## src/rtl/mod_updown_counter_if.sv

```systemverilog
// rtl/mod_updown_counter_if.sv - control/status bundle for the modulo up/down counter
//
// Purpose: groups the counter's control strobes and status outputs so the
//   counter and its user connect through one port.
// Signals:
//   en        count enable (low freezes count and prescaler)
//   up_dn     1 = count up, 0 = count down
//   load      synchronous load strobe, wins over en
//   load_val  value to load (clamped to MODULUS-1 by the counter)
//   one_shot  1 = halt at terminal value, 0 = wrap
//   count     current count
//   upper     count >= MODULUS/2
//   tc        one-clock terminal-count pulse
//   done      sticky one-shot completion flag
// Modports: master drives controls / reads status; slave is the counter.
interface mod_updown_counter_if #(
  parameter int WIDTH = 4
);
  logic             en;
  logic             up_dn;
  logic             load;
  logic [WIDTH-1:0] load_val;
  logic             one_shot;
  logic [WIDTH-1:0] count;
  logic             upper;
  logic             tc;
  logic             done;

  modport master (
    output en, up_dn, load, load_val, one_shot,
    input  count, upper, tc, done
  );

  modport slave (
    input  en, up_dn, load, load_val, one_shot,
    output count, upper, tc, done
  );
endinterface

```

## src/rtl/mod_updown_counter.sv

```systemverilog
// rtl/mod_updown_counter.sv - modulo-N up/down counter with prescaler, load and one-shot
//
// Purpose: timer/sequencer primitive. Counts 0..MODULUS-1 up or down, one
//   step every PRESCALE enabled clocks. At the terminal value it either wraps
//   (free-running) or halts and raises a sticky done flag (one-shot). Every
//   terminal step produces a registered one-clock tc pulse.
// Parameters:
//   WIDTH     count register width, bits
//   MODULUS   count range 0..MODULUS-1, legal 2..2**WIDTH
//   PRESCALE  enabled clocks per count step, legal >= 1
// Ports:
//   clk       clock, all state updates on posedge
//   rst       asynchronous reset, active-high
//   bus       mod_updown_counter_if.slave: en, up_dn, load, load_val,
//             one_shot in; count, upper, tc, done out
module mod_updown_counter #(
  parameter int WIDTH    = 4,
  parameter int MODULUS  = 16,
  parameter int PRESCALE = 1
) (
  input  logic                   clk,
  input  logic                   rst,
  mod_updown_counter_if.slave    bus
);

  // Prescaler needs at least one bit even when PRESCALE == 1 (then it stays 0).
  localparam int                PS_W    = (PRESCALE > 1) ? $clog2(PRESCALE) : 1;
  localparam logic [PS_W-1:0]   PS_LAST = PS_W'(PRESCALE - 1);
  localparam logic [WIDTH-1:0]  MAX_CNT = WIDTH'(MODULUS - 1);
  localparam logic [WIDTH-1:0]  HALF    = WIDTH'(MODULUS / 2);

  typedef enum logic {
    RUN  = 1'b0,
    HALT = 1'b1
  } state_t;

  state_t           state;
  logic [WIDTH-1:0] count_q;
  logic [PS_W-1:0]  ps;
  logic             tc_q;
  logic             done_q;

  logic [WIDTH-1:0] load_clamped;
  logic             terminal;
  logic             step;

  always_comb begin
    load_clamped = (bus.load_val > MAX_CNT) ? MAX_CNT : bus.load_val;
    // Direction is sampled at the step itself, so up_dn may change mid-prescale.
    terminal     = bus.up_dn ? (count_q == MAX_CNT) : (count_q == '0);
    step         = (ps == PS_LAST);
  end

  always_ff @(posedge clk or posedge rst) begin
    if (rst) begin
      state   <= RUN;
      count_q <= '0;
      ps      <= '0;
      tc_q    <= 1'b0;
      done_q  <= 1'b0;
    end else begin
      tc_q <= 1'b0;
      if (bus.load) begin
        // Load restarts a full prescale period and never steps in the same cycle.
        count_q <= load_clamped;
        ps      <= '0;
        done_q  <= 1'b0;
        state   <= RUN;
      end else if (bus.en && state == RUN) begin
        if (step) begin
          ps <= '0;
          if (terminal) begin
            tc_q <= 1'b1;
            if (bus.one_shot) begin
              // count keeps its terminal value while halted
              state  <= HALT;
              done_q <= 1'b1;
            end else begin
              count_q <= bus.up_dn ? '0 : MAX_CNT;
            end
          end else begin
            count_q <= bus.up_dn ? count_q + WIDTH'(1) : count_q - WIDTH'(1);
          end
        end else begin
          ps <= ps + PS_W'(1);
        end
      end
    end
  end

  assign bus.count = count_q;
  assign bus.upper = (count_q >= HALF);
  assign bus.tc    = tc_q;
  assign bus.done  = done_q;

endmodule

```

## src/flat_wrapper.sv

```systemverilog
// flat-port wrapper written by rule: the top's interface ports become plain ports
module mod_updown_counter_flat 
#(
  parameter int WIDTH    = 4,
  parameter int MODULUS  = 16,
  parameter int PRESCALE = 1
)
  (clk, rst, bus_en, bus_up_dn, bus_load, bus_load_val, bus_one_shot, bus_count, bus_upper, bus_tc, bus_done);
  mod_updown_counter_if #(.WIDTH(WIDTH)) bus_i ();
  input  logic clk;
  input  logic rst;
  input wire logic [$bits(bus_i.en)-1:0] bus_en;
  input wire logic [$bits(bus_i.up_dn)-1:0] bus_up_dn;
  input wire logic [$bits(bus_i.load)-1:0] bus_load;
  input wire logic [$bits(bus_i.load_val)-1:0] bus_load_val;
  input wire logic [$bits(bus_i.one_shot)-1:0] bus_one_shot;
  output wire logic [$bits(bus_i.count)-1:0] bus_count;
  output wire logic [$bits(bus_i.upper)-1:0] bus_upper;
  output wire logic [$bits(bus_i.tc)-1:0] bus_tc;
  output wire logic [$bits(bus_i.done)-1:0] bus_done;
  assign bus_i.en = bus_en;
  assign bus_i.up_dn = bus_up_dn;
  assign bus_i.load = bus_load;
  assign bus_i.load_val = bus_load_val;
  assign bus_i.one_shot = bus_one_shot;
  assign bus_count = bus_i.count;
  assign bus_upper = bus_i.upper;
  assign bus_tc = bus_i.tc;
  assign bus_done = bus_i.done;
  mod_updown_counter #(.WIDTH(WIDTH), .MODULUS(MODULUS), .PRESCALE(PRESCALE)) u_core (.clk(clk), .rst(rst), .bus(bus_i));
endmodule
```

## config.mk

```make
export PLATFORM = sky130hd
export DESIGN_NAME = mod_updown_counter_flat
export DESIGN_NICKNAME = d
export VERILOG_FILES = /design/src/rtl/mod_updown_counter_if.sv /design/src/rtl/mod_updown_counter.sv /design/src/flat_wrapper.sv
export SDC_FILE = /design/constraint.sdc
export NUM_CORES = 1
export LEC_CHECK = 0
export CAP_MARGIN = 25
export CORE_AREA = 3 3 40 42
export DETAILED_ROUTE_END_ITERATION = 16
export DIE_AREA = 0 0 43 45
export GPL_TIMING_DRIVEN = 0
export PLACE_DENSITY = 0.69
export SYNTH_ARGS = -nofsm -noshare
export SYNTH_HDL_FRONTEND = slang
export SYNTH_SLANG_ARGS = --single-unit
```

## constraint.sdc

```tcl
create_clock -name clk -period 2.2 [get_ports clk]
set_clock_uncertainty 0.1 [all_clocks]
set_input_delay 0.33 -clock clk [delete_from_list [all_inputs] [get_ports clk]]
set_output_delay 0.33 -clock clk [all_outputs]
set_load 0.05 [all_outputs]
```

==> impl_metrics.ini, run 1 <==
[run_status]
outcome = completed

[final_layout]
fill_cells = 120
multi_input_area_sq_um = 272
ff_latch_area_sq_um = 150
layout-drive-gt1-share_pct = 15.6
area.growth.synth_to_final_pct = 46.0
layoutNonFillerInstCount = 79
final_util_pct = 49.8
antennaDiodeCount = 0
final_nets = 79

[route]
route.final.wire_length_um = 910
drt_first_iter_violations = 13
drc = 0
ant_nets = 0
router_iterations_before_antenna_repair = 4
via_count_of_the_routed_design = 389
drt-wirelength-per-cell_um = 11.5
viasPerCell = 4.92

[pwr]
power.net_switching_mw = 0.226
switching_portion_of_total_power_pct = 41.9
share_seq_of_total_power_pct = 30.3
fin_total_pwr_mw = 0.540
combPwrFrac_pct = 52.4
power.internal_mw = 0.314
clock_power_share_pct = 17.3
power_leakage_nw = 0.269
p_per_area_nw_per_um2 = 845
irDropWorstVdd_mv = 0.365

[critical_path]
setup.worst_path.end_class = flip-flop
critical_path_required_ns = 2.21
critPathLaunchType = primary input
launch_point_of_the_worst_reg_to_reg_path = u_core.bus.count[0]
arrival_ns = 2.07
reg2reg_setup_slack_ns = 0.23
r2r_end = u_core.bus.count[1]
r2r_cells = 5
timing.critical_path.fanout_max = 5
worst-setup-path-type = in -> reg

[timing]
achievable-frequency_mhz = 486
timing_max_transition_violations_final = 0
post-route-period-util_pct = 93.5
final-hold-violation-count = 0
worst_pin_slew_ns = 0.497
grt_setup_unrepaired = no
layout_setup_ws_ns = 0.144
setup-violations-final = 0
min_period_ns = 2.06
remaining_max_slew_budget_at_the_tightest_pin_pct = 66.8

[logic_synthesis]
synth.cell_area_sq_um = 438
synth_seq_cells = 6
synth_top_area_share_pct = 34.3
synthesis.instances = 45
synth.net_count = 58
yosys_warnings = 0
avgSynthCellArea_sq_um = 9.73
synth_sequential_area_ratio_pct = 34.3
number_of_enable_flip_flop_cells_after_synthesis = 0
synth_top_flop_cell = dfrtp_1
yosys-top-cells-area = dfrtp_1 (34%), ha_1 (5.7%), mux2_1 (5.1%)
synth_top_area_cell = dfrtp_1
synth_top_cells_by_count = dfrtp_1 (6), a21oi_1 (4), nor2_1 (3), o21ai_1 (3)
synth_most_common_cell = dfrtp_1
synth.lib_cells_used.distinct = 28
fraction_of_registers_with_async_set_reset_pct = 100

[run]
max_cap_viol_count = 0

[global_route]
grt_pass1_vias = 375
grt_antenna_before_repair = 0
grt_first_pass_wirelength_um = 1590
track_usage_pct = 11.3
grt_max_degree = 9
grt.overflow.total = 0

[min_path]
worst_hold_path_type = in -> async

[die]
num_io_pins = 17
die_h_um = 45
core_sq_um = 1280
fp.dieArea_sq_um = 1940
die_w_um = 43
floorplan.initialDensity_pct = 34.1
floorplan.rows = 13

[clock_tree]
count_of_buffers_added_by_post_cts_timing_repair_for_setup = 0
tritoncts.num_buffers = 3
ctsResizeCount = 0
clock_latency_ns = 0.23
clk_pin_slew_worst_paths_ns = 0.04
htree_levels = 1
cts.sinks = 6
tritoncts = done
hold_buffers = 0
clock_tree_root_driver_cell = clkbuf_4
cts_max_path_buffers = 2

[placed_design]
place_congestion = 0.707
placement.setup.worst_slack_ns = -0.0914
place_inst = 76
io_buffers = 16
## power groups by stage
stage / clock, mW / sequential (mW) / combinational [mW]
2_1_floorplan: 0 / 0.229 / 0.128
3_3_place_gp: 0 / 0.166 / 0.282
3_5_place_dp: 0 / 0.166 / 0.284
4_1_cts: 0.0989 / 0.164 / 0.285
5_1_grt: 0.111 / 0.171 / 0.309
6_report: 0.0934 / 0.164 / 0.283
## metal layers
| metal | vias to the layer above | share of wire, % | global-route usage, % |
|---|---|---|---|
| li1 | 204 | - | - |
| met1 | 164 | 48 | 16.0 |
| met2 | 21 | 44 | 15.9 |
| met3 | 0 | 8.2 | 2.79 |
| met4 | 0 | 0 | 5.42 |
| met5 | - | 0 | 0 |
## layout make-up
class | count | share of cell area (%)
clock buffer | 3 | 3.52
buffer | 1 | 0.587
timing repair buffer | 16 | 25.0
multi-input combinational | 35 | 42.5
tap | 15 | 2.94
inverter | 3 | 1.96
sequential | 6 | 23.5
## cells in the final DEF (no fill, tap or decap), drive strengths merged
cell type | synthesis | layout
nor2 | 4 | 4
clkbuf | 1 | 4
mux2 | 2 | 2
nand3 | 1 | 1
dfrtp | 6 | 6
ha | 2 | 2
nor3 | 1 | 1
clkdlybuf4s50 | 0 | 16
clkinv | 1 | 1
or3 | 1 | 1
a31oi | 1 | 1
inv | 2 | 2
or2b | 1 | 1
xnor2 | 1 | 1
or4 | 1 | 1
a2111oi | 1 | 1
xor2 | 2 | 2
fa | 1 | 1
o21a | 1 | 1
a21oi | 4 | 4
o21ai | 5 | 5
and3 | 2 | 2
a21o | 1 | 1
nand2 | 2 | 2
o221a | 1 | 1
## cell families after synthesis
| family | count (synthesis) | share of synthesized area [%] |
|---|---|---|
| AO/OA/AOI/OAI | 14 | 22.3 |
| XOR/XNOR | 3 | 6.00 |
| adder cells (fa/ha/maj) | 3 | 10.3 |
| buffers and inverters | 4 | 3.71 |
| flip-flops | 6 | 34.3 |
| multiplexers | 2 | 5.14 |
| AND/OR/NAND/NOR | 13 | 18.3 |
## critical path, cell delays in order
cell and delay (ns):
clkdlybuf4s50_1 0.49, or4_4 0.53, nor2_4 0.15, o21a_4 0.17
o21ai_2 0.08, mux2_1 0.32
## state kept, by name, summed over array words and instances (netlist names)
| register | count |
|---|---|
| u_core.bus.tc | 1 |
| u_core.bus.count | 4 |
| u_core.state | 1 |
## worst max path at each step
| stage | to | startpoint | cells past startpoint |
|---|---|---|---|
| finish | u_core.bus.count[1] | bus_up_dn | 6 |
| global route | bus_upper | u_core.bus.count[3] | 2 |
| CTS | bus_upper | u_core.bus.count[3] | 2 |
| detailed placement | u_core.bus.count[1] | bus_up_dn | 6 |
| global placement | u_core.bus.count[2] | bus_up_dn | 6 |
| floorplan | u_core.bus.count[1] | u_core.bus.count[0] | 5 |
## through the flow
step / hold slack [ns] / instance area (sq um) / TNS [ns]
2_1_floorplan: 0.0210 / 438 / 0
5_1_grt: 0.216 / 639 / 0
6_report: 0.203 / 639 / 0
3_5_place_dp: 0.443 / 617 / -0.198
3_3_place_gp: 0.429 / 617 / -0.167
4_1_cts: 0.202 / 639 / 0
No activity file was read; power rests on OpenSTA's default activity.
==> run 2, diff against run 1 <==
- MAX_ROUTING_LAYER: unset -> met4
- SKIP_CTS_REPAIR_TIMING: unset -> 1
==> results of run 2 <==
No change in the layout: final DEF, timing and power equal those of run 1.
Main changes from that run: final weighted congestion in routability-driven placement 0.707 -> 0.715; overall routing resource usage 11.3% -> 11.6%
==> run 3, diff against run 2 <==
- CTS_CLUSTER_DIAMETER: unset -> 100
==> results of run 3 <==
No change in the layout: final DEF, timing and power equal those of run 1.
Main changes from that run: final weighted congestion in routability-driven placement 0.707 -> 0.715; overall routing resource usage 11.3% -> 11.6%
==> patch: new RTL, flow settings as in run 1 <==
`WIDTH` is set to 4 in 3 places; all go to 3.
--- a/src/rtl/mod_updown_counter_if.sv
+++ b/src/rtl/mod_updown_counter_if.sv
@@ -15,5 +15,5 @@
 // Modports: master drives controls / reads status; slave is the counter.
 interface mod_updown_counter_if #(
-  parameter int WIDTH = 4
+  parameter int WIDTH = 3
 );
   logic             en;
--- a/src/rtl/mod_updown_counter.sv
+++ b/src/rtl/mod_updown_counter.sv
@@ -15,5 +15,5 @@
 //             one_shot in; count, upper, tc, done out
 module mod_updown_counter #(
-  parameter int WIDTH    = 4,
+  parameter int WIDTH    = 3,
   parameter int MODULUS  = 16,
   parameter int PRESCALE = 1
--- a/src/flat_wrapper.sv
+++ b/src/flat_wrapper.sv
@@ -2,5 +2,5 @@
 module mod_updown_counter_flat 
 #(
-  parameter int WIDTH    = 4,
+  parameter int WIDTH    = 3,
   parameter int MODULUS  = 16,
   parameter int PRESCALE = 1
Interface: changed (resized bus_count and bus_load_val); port bits go from 17 to 15. The function was not compared with the original's and may differ.
==> patch against run 1 <==
Wire length shrank 6.9%. Critical path depth shrank 5. Area after synthesis shrank 7.1%. Largest power group unchanged. Register-to-register slack gained 0.04 ns. Largest cell class unchanged. Sequential cell count shrank 1. Final area shrank 12%. Global-route usage shrank 0.61 points. Critical endpoint is now bus_count[1]. Worst setup slack gained 0.0023 ns. Power shrank 29%.
==> patch: results (changes against run 1) <==
[clock_network]
clkSlewWorstSetupHoldPaths_ns=0.04  ; about the same
cts.repair.resized=0  ; unchanged
htreeDepth=1  ; unchanged
post_cts_buffers=0  ; unchanged
clkLatencyLatePin_ns=0.24
numCtsBuffers=3  ; unchanged
cts_root_buffer=clkbuf_4
cts_buffer_depth=2  ; unchanged

[synthesis]
synth-main-ff-cell=dfrtp_1
syn_nets=57  ; -1.7%
synthArstFlopShare_pct=100  ; unchanged
yosysWarningCount=0  ; unchanged
synth.area.top_cells=dfrtp_1 (31%), inv_1 (5.5%), fa_1 (4.9%)
synth_common_cells=inv_1 (6), dfrtp_1 (5)
ys_seq_area_share_pct=30.8  ; -3.5 points
ys_types=28  ; unchanged

[placed_design]
dp_hpwl_um=668
gp_congestion=0.730  ; +3.3%
dp_slack_ns=0.217  ; +0.308 ns
io_buffer_count=11  ; -5

[min_path]
hp-class=in -> async

[final_layout]
finalNetCount=73  ; -7.6%
drive_gt1_share_pct=17.7  ; +2.1 points
largest_reg_flops=3  ; -1
n_antenna_cell=0  ; unchanged

[sta]
drv_slew=0  ; unchanged
hold_violations=0  ; unchanged

[grt]
grt_max_degree=11  ; +2
grt-ovfl-total=0  ; unchanged
grt_use_met2_pct=15.0  ; -0.90 points
met1_usage_pct=14.0  ; -2.1 points
grt_pass1_vias=352  ; -6.1%
gr-usage-met3_pct=4.38  ; +1.6 points
grt_most_used_layer=met2
grt_pass1_wl_mm=1.53  ; -3.9%
antenna_found_initial=0  ; unchanged
grt_usage_pct=10.6  ; -0.61 points

[drt]
dr_wl_met3_um=70  ; -6.7%
wl_met2_um=359  ; -10%
routed_via_density=5.06  ; +2.9%
highest_layer=met4
met1Wirelength_um=411  ; -5.5%
wl_per_cell_um=11.0  ; -4.5%
drtIter0Drc=4  ; -9
first_pass_iters=2  ; -2

[pwr]
leakagePower_uw=0.000246  ; -8.5%
ir_drop_mv=0.228  ; -38%

[setup_path]
cp_slowest_cell=clkdlybuf4s50_1
critPathTopFamily=buffers and inverters
critPathMaxStageDelay_ns=0.87  ; +0.34 ns
worstPathMaxFanout=9  ; +4

[status]
status=finished, final reports clean

patch: cell count changes in the layout (fill, tap and decap cells not counted), moves of 2 or more:
cell / run 1 / this run
o21ai_1: 3 / 0
inv_1: 2 / 6
clkdlybuf4s50_1: 16 / 11
a31oi_1: 1 / 3
nor3_1: 1 / 3
ha_1: 2 / 0
a221oi_1: 0 / 2
mux2_1: 2 / 0
patch: worst paths after layout:
| kind | start | endpoint | slack, ns | cells after the start |
|---|---|---|---|---|
| worst max-delay path | u_core.bus.count[1] | bus_count[1] | 0.15 | 1 |
| worst min-delay path | rst | u_core.bus.count[1] | 0.19 | 2 |
| worst max register to register | u_core.bus.count[0] | u_core.bus.count[2] | 0.27 | 5 |
| worst min register to register | u_core.state | u_core.state | 0.41 | 2 |
| max in group asynchronous | rst | u_core.bus.count[0] | 1.64 | 2 |
| min in group clk | bus_load | u_core.state | 0.28 | 2 |
patch: final cells by class:
type,instances,area [µm²]
timing repair buffer,11,110
fill,122,723
clock buffer,4,26.3
inverter,6,22.5
buffer,4,28.8
tap,15,18.8
sequential,5,125
multi-input combinational,32,230
patch: cell families after synthesis:
family          after synthesis  share of synthesized area, %
compound gates               14                          26.5
fa+ha+maj                     1                          4.92
simple gates                 14                          19.7
buf+inv                      10                          12.6
flops                         5                          30.8
xor+xnor                      1                          2.15
mux                           1                          2.46
other cells                   1                         0.922
patch: stage by stage:
stage,cells,cell area (µm²),utilization [%],power [µW]
4_1_cts,77,562,43.7,389
2_1_floorplan,47,407,-,234
6_report,77,562,43.7,384
3_3_place_gp,73,536,41.7,279
5_1_grt,77,562,43.7,410
3_5_place_dp,73,536,41.7,281
patch: where the power goes:
group          total, µW  switching [µW]  internal [µW]
Combinational        160            89.9           70.0
Sequential           119            17.2            102
Clock                105            36.4           68.5
